[src/rtl/plab5_mcore_mem_arbiter_rr.sv]
// N-port round-robin memory arbiter; an in-order FIFO of granted port indices routes responses.
// Optional macro PLAB5_MEM_ARB_DOMAIN_CHECK_EN: track request domains and flag mismatching responses.
module plab5_mcore_mem_arbiter_rr #(
    parameter int unsigned p_num_ports       = 2,
    parameter int unsigned p_opaque_nbits    = 8,
    parameter int unsigned p_addr_nbits      = 32,
    parameter int unsigned p_data_nbits      = 32,
    parameter int unsigned p_max_outstanding = 4,
    localparam int unsigned LenW = $clog2(p_data_nbits / 8),
    localparam int unsigned Rqc  = 3 + p_opaque_nbits + p_addr_nbits + LenW,
    localparam int unsigned Rsc  = 3 + p_opaque_nbits + LenW
) (
    input  logic                                clk_i,
    input  logic                                reset_i,
    input  logic [p_num_ports-1:0]              reqs_val_i,
    output logic [p_num_ports-1:0]              reqs_rdy_o,
    input  logic [p_num_ports*Rqc-1:0]          reqs_control_i,
    input  logic [p_num_ports*p_data_nbits-1:0] reqs_data_i,
    input  logic [p_num_ports-1:0]              reqs_domain_i,
    output logic                                req_val_o,
    input  logic                                req_rdy_i,
    output logic [Rqc-1:0]                      req_control_o,
    output logic [p_data_nbits-1:0]             req_data_o,
    output logic                                req_domain_o,
    input  logic                                resp_val_i,
    output logic                                resp_rdy_o,
    input  logic [Rsc-1:0]                      resp_control_i,
    input  logic [p_data_nbits-1:0]             resp_data_i,
    input  logic                                resp_domain_i,
    output logic [p_num_ports-1:0]              resps_val_o,
    input  logic [p_num_ports-1:0]              resps_rdy_i,
    output logic [p_num_ports*Rsc-1:0]          resps_control_o,
    output logic [p_num_ports*p_data_nbits-1:0] resps_data_o,
    output logic [p_num_ports-1:0]              resps_domain_o,
    output logic                                domain_err_o
);

    localparam int unsigned IdxW = (p_num_ports > 1) ? $clog2(p_num_ports) : 1;
    localparam int unsigned PtrW = (p_max_outstanding > 1) ? $clog2(p_max_outstanding) : 1;
    localparam int unsigned CntW = $clog2(p_max_outstanding + 1);

    logic [IdxW-1:0] rr_ptr_q, rr_ptr_d;
    logic [PtrW-1:0] wr_ptr_q, wr_ptr_d, rd_ptr_q, rd_ptr_d;
    logic [CntW-1:0] count_q, count_d;
    logic [IdxW-1:0] fifo_idx_q [p_max_outstanding];

    logic [IdxW-1:0]        grant_idx, scan_idx, head_idx;
    logic [p_num_ports-1:0] grant;
    logic                   any_val, fifo_full, fifo_empty, req_fire, resp_fire;
    logic [p_data_nbits-1:0] out_data;
    logic                    out_domain;

    function automatic logic [PtrW-1:0] ptr_inc(input logic [PtrW-1:0] p);
        return (32'(p) == p_max_outstanding - 1) ? '0 : p + PtrW'(1);
    endfunction

    assign any_val    = |reqs_val_i;
    assign fifo_full  = (count_q == CntW'(p_max_outstanding));
    assign fifo_empty = (count_q == '0);
    assign head_idx   = fifo_idx_q[rd_ptr_q];

    // Scan downward so the nearest valid port at or after rr_ptr wins.
    always_comb begin
        grant_idx = '0;
        scan_idx  = '0;
        for (int k = p_num_ports - 1; k >= 0; k--) begin
            scan_idx = IdxW'((32'(rr_ptr_q) + unsigned'(k)) % p_num_ports);
            if (reqs_val_i[scan_idx]) grant_idx = scan_idx;
        end
        for (int i = 0; i < p_num_ports; i++) begin
            grant[i] = any_val && (grant_idx == IdxW'(i));
        end
    end

    always_comb begin
        req_val_o     = !reset_i && any_val && !fifo_full;
        reqs_rdy_o    = (!reset_i && req_rdy_i && !fifo_full) ? grant : '0;
        req_control_o = '0;
        req_data_o    = '0;
        req_domain_o  = 1'b0;
        if (any_val) begin
            req_control_o = reqs_control_i[grant_idx*Rqc +: Rqc];
            req_data_o    = reqs_data_i[grant_idx*p_data_nbits +: p_data_nbits];
            req_domain_o  = reqs_domain_i[grant_idx];
        end
    end

    assign req_fire   = req_val_o && req_rdy_i;
    assign resp_rdy_o = !reset_i && !fifo_empty && resps_rdy_i[head_idx];
    assign resp_fire  = resp_val_i && resp_rdy_o;

    always_comb begin
        for (int i = 0; i < p_num_ports; i++) begin
            resps_val_o[i] = !reset_i && resp_val_i && !fifo_empty && (head_idx == IdxW'(i));
        end
    end

    assign resps_control_o = {p_num_ports{resp_control_i}};
    assign resps_data_o    = {p_num_ports{out_data}};
    assign resps_domain_o  = {p_num_ports{out_domain}};

    always_comb begin
        rr_ptr_d = rr_ptr_q;
        wr_ptr_d = wr_ptr_q;
        rd_ptr_d = rd_ptr_q;
        count_d  = count_q;
        if (req_fire) begin
            rr_ptr_d = (32'(grant_idx) == p_num_ports - 1) ? '0 : grant_idx + IdxW'(1);
            wr_ptr_d = ptr_inc(wr_ptr_q);
        end
        if (resp_fire) rd_ptr_d = ptr_inc(rd_ptr_q);
        if (req_fire && !resp_fire) count_d = count_q + CntW'(1);
        else if (!req_fire && resp_fire) count_d = count_q - CntW'(1);
    end

    always_ff @(posedge clk_i or posedge reset_i) begin
        if (reset_i) begin
            rr_ptr_q <= '0;
            wr_ptr_q <= '0;
            rd_ptr_q <= '0;
            count_q  <= '0;
        end else begin
            rr_ptr_q <= rr_ptr_d;
            wr_ptr_q <= wr_ptr_d;
            rd_ptr_q <= rd_ptr_d;
            count_q  <= count_d;
        end
    end

    always_ff @(posedge clk_i) begin
        if (req_fire) fifo_idx_q[wr_ptr_q] <= grant_idx;
    end

`ifdef PLAB5_MEM_ARB_DOMAIN_CHECK_EN
    logic fifo_dom_q [p_max_outstanding];
    logic head_dom, dom_mismatch, domain_err_q, domain_err_d;

    assign head_dom     = fifo_dom_q[rd_ptr_q];
    assign dom_mismatch = resp_val_i && !fifo_empty && (resp_domain_i != head_dom);
    // A mismatching response is still delivered and popped, but its payload is scrubbed.
    assign out_data     = dom_mismatch ? '0 : resp_data_i;
    assign out_domain   = dom_mismatch ? head_dom : resp_domain_i;
    assign domain_err_d = domain_err_q || (resp_fire && dom_mismatch);
    assign domain_err_o = domain_err_q;

    always_ff @(posedge clk_i) begin
        if (req_fire) fifo_dom_q[wr_ptr_q] <= req_domain_o;
    end

    always_ff @(posedge clk_i or posedge reset_i) begin
        if (reset_i) domain_err_q <= 1'b0;
        else         domain_err_q <= domain_err_d;
    end
`else
    assign out_data     = resp_data_i;
    assign out_domain   = resp_domain_i;
    assign domain_err_o = 1'b0;
`endif

endmodule

[config.mk]
export PLATFORM = sky130hd
export DESIGN_NAME = plab5_mcore_mem_arbiter_rr
export DESIGN_NICKNAME = d
export VERILOG_FILES = /design/src/rtl/plab5_mcore_mem_arbiter_rr.sv
export SDC_FILE = /design/constraint.sdc
export NUM_CORES = 1
export LEC_CHECK = 0
export CAP_MARGIN = 20
export CORE_AREA = 2 2 152 154
export DETAILED_ROUTE_END_ITERATION = 7
export DIE_AREA = 0 0 154 156
export HOLD_SLACK_MARGIN = 0.12
export PLACE_DENSITY = 0.44
export SLEW_MARGIN = 20
export SYNTH_ARGS = -nofsm -noshare
export SYNTH_HDL_FRONTEND = slang
export SYNTH_SLANG_ARGS = --single-unit
export TNS_END_PERCENT = 1
[constraint.sdc]
create_clock -name clk_i -period 3.1 [get_ports clk_i]
set_clock_uncertainty 0.15 [all_clocks]
set_input_delay 0.62 -clock clk_i [delete_from_list [all_inputs] [get_ports clk_i]]
set_output_delay 0.62 -clock clk_i [all_outputs]
set_load 0.05 [all_outputs]
# Yosys cells after proc, flatten, opt, wreduce, memory -nomap -nowiden
# Memories as Yosys holds them, arrays and structs flattened.
# Cells that the tools add are included.
# word_totals
ff_bits	8
ram_bits	4
inputBits	210
output_inout_bits	177
elab_cells	68
memories	1
# op_classes
n_addsub	6
n_mul	1
magnitude_cmp	4
n_eq_ne	3
n_shift	2
n_mux	21
bitwise_logic	2
n_reduce_logical	24
# mem_list
name	depth	word_bits	read_ports	rd_ports_with_merged_regs	write_ports	line	source
fifo_idx_q	4	1	1	0	1	45	logic [IdxW-1:0] fifo_idx_q [p_max_outstanding];
# op_table
operator	count
variable part select 90 x 8 -> 45 bit	1
variable part select 64 x 7 -> 32 bit	1
two-way mux 45 bit	1
two-way mux 32 bit	1
logical AND 1 bit	16
two-way mux 1 bit	14
< comparator 1 x 2 -> 1 bit, second input constant	4
multiplier 1 x 6 -> 7 bit, second input constant	1
two-way mux 2 bit	3
two-way mux 3 bit	2
logical NOT 1 bit	5
adder 2 x 1 -> 2 bit, second input constant	2
== test 2 bit, second input constant	2
adder 3 x 1 -> 3 bit, second input constant	1
== test 3 bit, second input constant	1
logical NOT 3 bit	1
subtractor 3 x 1 -> 3 bit, second input constant	1
adder 1 bit, second input constant	2
NOT 1 bit	2
nonzero test 2 bit	1
OR reduction 2 bit	1

# Logic depth before layout (Yosys ltp)
# logic_depth
depth_word	8
mapped_depth	10
depth_no_buf	10

# Least setup slack after synthesis
# OpenSTA, ideal clock, no wires.
# synth_timing
path_type	input to output
start	in reqs_val_i[1]
end	out req_control_o[10]
arrival_time_ns	2.417
t_required_ns	2.330
slack_ns	-0.087
cell_stages	5
n_path_buf	2
path_cell_list	or2_2 > clkbuf_1 > clkbuf_1 > nand2_1 > o21ai_0
# synth_via
elab_chain_cells	7
elab_cells_between_ends	10
cone_classes	1 x mul; 1 x shift; 7 x mux; 1 x reduce/logical
# synth_rtl
item	line	source
from (decl)	15	input logic [p_num_ports-1:0] reqs_val_i,
two-way mux 1 bit (implied by the code) (2 in a row)	68	if (reqs_val_i[scan_idx]) grant_idx = scan_idx;
two-way mux 1 bit (2 in a row)	68	
multiplier 1 x 6 -> 7 bit	82	req_control_o = reqs_control_i[grant_idx*Rqc +: Rqc];
variable part select 90 x 8 -> 45 bit	82	
two-way mux 45 bit (*)	81	if (any_val) begin
to (decl)	22	output logic [Rqc-1:0] req_control_o,
# Every way passes the cells marked *; elsewhere a longest branch is shown, timed or not. The select of a mux whose other input is x is not followed.

# Final worst setup path
# layout_timing
start	in reqs_val_i[0]
end	out req_control_o[4]
# Same word-level chain as after synthesis.

==> flow_metrics.tcl <==
set metrics [dict create \
    grt_usage_pct 8.777 \
    coreArea_um2 22370 \
    vias 2973 \
    grt_pass1_wl_um 16670 \
    die_area_um2 24020 \
    crit_start "reqs_val_i[0]" \
    powerDensity_nw_per_um2 502.6 \
    routed_via_density 3.494 \
    drive_gt1_share_pct 19.26 \
    layout.nets 784 \
    placed_area_um2 5522 \
    syn_area_um2 2479 \
    n_fill_cell 2451 \
    dp_hpwl_um 9438 \
    clk-insertion-delay-late_ns 0.24 \
    rr_startpoint "rd_ptr_q[0]" \
    final_common_cell "clkdlybuf4s50_1" \
    finalPower_mw 2.823 \
    syn_area_per_cell_um2 5.930 \
    min_path_type "reg -> reg" \
    yosys_most_used_dff "dfrtp_1" \
    p_leak_nw 2.345 \
    worstHoldStart "rr_ptr_q" \
    drv_cap 0 \
    die_x_um 154 \
    cts_sinks 12 \
    ctsHoldBuffers 0 \
    layout_common_cells "clkdlybuf4s50_1, nand2_1, buf_12" \
    post-route-period-util_pct 98.08 \
    grt_max_degree 62 \
    seq_area_frac_synth_pct 12.92 \
    io_pins 387 \
    final_hold_viol_count 0 \
    cpMaxStageDelayCell "clkdlybuf4s50_1" \
    worstSetupPathType "in -> out" \
    yosysWarnings 0 \
    reg2reg_depth 8 \
    fin_util_pct 25.11 \
    synth_nets 635 \
    overflow 0 \
    peakVddDrop_mv 0.2554 \
    antenna_cells 0 \
    cp-end-kind "primary output" \
    critPathRequiredTime_ns 2.33 \
    synth_cell_types 31 \
    rows 55 \
    start_kind "input port" \
    cts-htree-levels 1 \
    cts_inserted_buffers 3 \
    cts_buffer_depth 2 \
    async_reset_ff_share_pct 66.67 \
    path_cells "clkdlybuf4s50_1 > nand2b_1 > and2_4 > buf_16 > o21ai_0 > buf_12" \
    drtPass1Iterations 7 \
    syn_inst 418 \
    period_minus_slack_ns 3.040 \
    synthToLayoutAreaGrowth_pct 126.6 \
    synth_edf_count 4 \
    cts_tree "built" \
    antenna_found_initial 0 \
    outcome "completed" \
    critical-path-max-stage-delay_ns 0.53 \
    crit_arrival_ns 2.27 \
    port_buffers 247 \
    routed_wl_um 11260 \
    start_util_pct 11.08 \
    place_congestion 0.7683 \
    ys_ff_latch 12 \
    maxSlewViolCount 0 \
    drcViolationCount 0 \
    cts-root-buf "clkbuf_16" \
    first_iter_violations 103 \
    cp_max_fo 61 \
    max_freq_mhz 328.9 \
    stdcell_area_um2 5615 \
    whs_path_depth 1 \
    postRouteAntennaNets 0 \
    path_clk_slew_ns 0.04 \
    rsz0062_at_grt "yes" \
    wl_per_cell_um 13.23 \
    finalSetupViolations 0 \
    die_height_um 156 \
    grt_pass1_vias 3021 \
]
-- metal layers --
metal  wire length [um]  vias up  global-route usage [%]
li1                   -     1538                       -
met1               4392     1238                   10.23
met2               5550      171                   15.08
met3               1066       26                   3.028
met4                246        0                   2.893
met5                  0        -                       0
-- cells in the mapped netlist (3+ instances only) --
master / n / share of area (%)
nand2_1: 159 / 24
buf_4: 93 / 28
o21ai_0: 70 / 14
clkbuf_1: 23 / 3.5
o21ai_1: 10 / 2.0
dfrtp_1: 8 / 8.1
nor2_1: 8 / 1.2
ha_1: 6 / 3.0
inv_1: 6 / 0.91
and3_1: 4 / 1.0
edfxtp_1: 4 / 4.8
buf_2: 3 / 0.61
-- worst max-delay path, delay by kind of cell --
family          cells  cell delay [ns]
simple gates        2             0.32
buf+inv             3             0.92
compound gates      1             0.37
-- power breakdown --
| group | leakage, nW | switching [mW] | total [mW] | internal, mW |
|---|---|---|---|---|
| combinational | 2.17 | 1.20 | 2.30 | 1.10 |
| clock | 0.0385 | 0.0663 | 0.236 | 0.170 |
| sequential | 0.132 | 0.0584 | 0.284 | 0.226 |
-- registers in the layout (all words and copies together), names as in the netlist --
register and cells:
count_q 3, rd_ptr_q 2, fifo_idx_q 4, wr_ptr_q 2
rr_ptr_q 1
-- final cells by class --
class	count	area, um2	area share, %
repair buffers	263	3491	62.17
multi-input cells	281	1346	23.98
well taps	285	356.6	6.350
flip-flops and latches	12	320.3	5.704
clock buffers	3	75.07	1.337
inverters	6	22.52	0.4011
clock inverters	1	3.754	0.06684
-- cells by family (layout without fill, tap and decap cells) --
family          after synthesis  after routing  synth area share [%]
mux                           5              5                 2.675
other cells                   1              1                0.1513
compound gates               85             85                 17.67
fa+ha+maj                     7              7                 3.836
buf+inv                     125            273                 33.16
flops                        12             12                 12.92
xor+xnor                      3              3                 1.060
simple gates                180            180                 28.52
-- stage by stage --
step           instances  hold slack (ns)  setup TNS [ns]  setup WS [ns]
6_report             851           0.3706               0        0.05959
5_1_grt              851           0.4002         -0.2415       -0.04435
4_1_cts              851           0.3731               0        0.01700
3_5_place_dp         847           0.3606               0       0.003586
3_3_place_gp         847           0.3554               0        0.03095
2_1_floorplan        418           0.3016          -4.991       -0.08740
-- worst paths after layout --
check | endpoint | slack [ns]
max | req_control_o[4] | 0.06
max reg2reg | count_q[1] | 0.46
max in group asynchronous | wr_ptr_q[0] | 2.01
min | rr_ptr_q | 0.37
min reg2reg | rr_ptr_q | 0.37
min in group asynchronous | rr_ptr_q | 0.65
-- repair_timing --
item / CTS / global route
hold endpoints to repair: 0 / 0
setup endpoints to repair: 1 / 14
gates resized for setup: 1 / 7
setup buffers: 0 / 0
No activity file was read; power rests on OpenSTA's default activity.
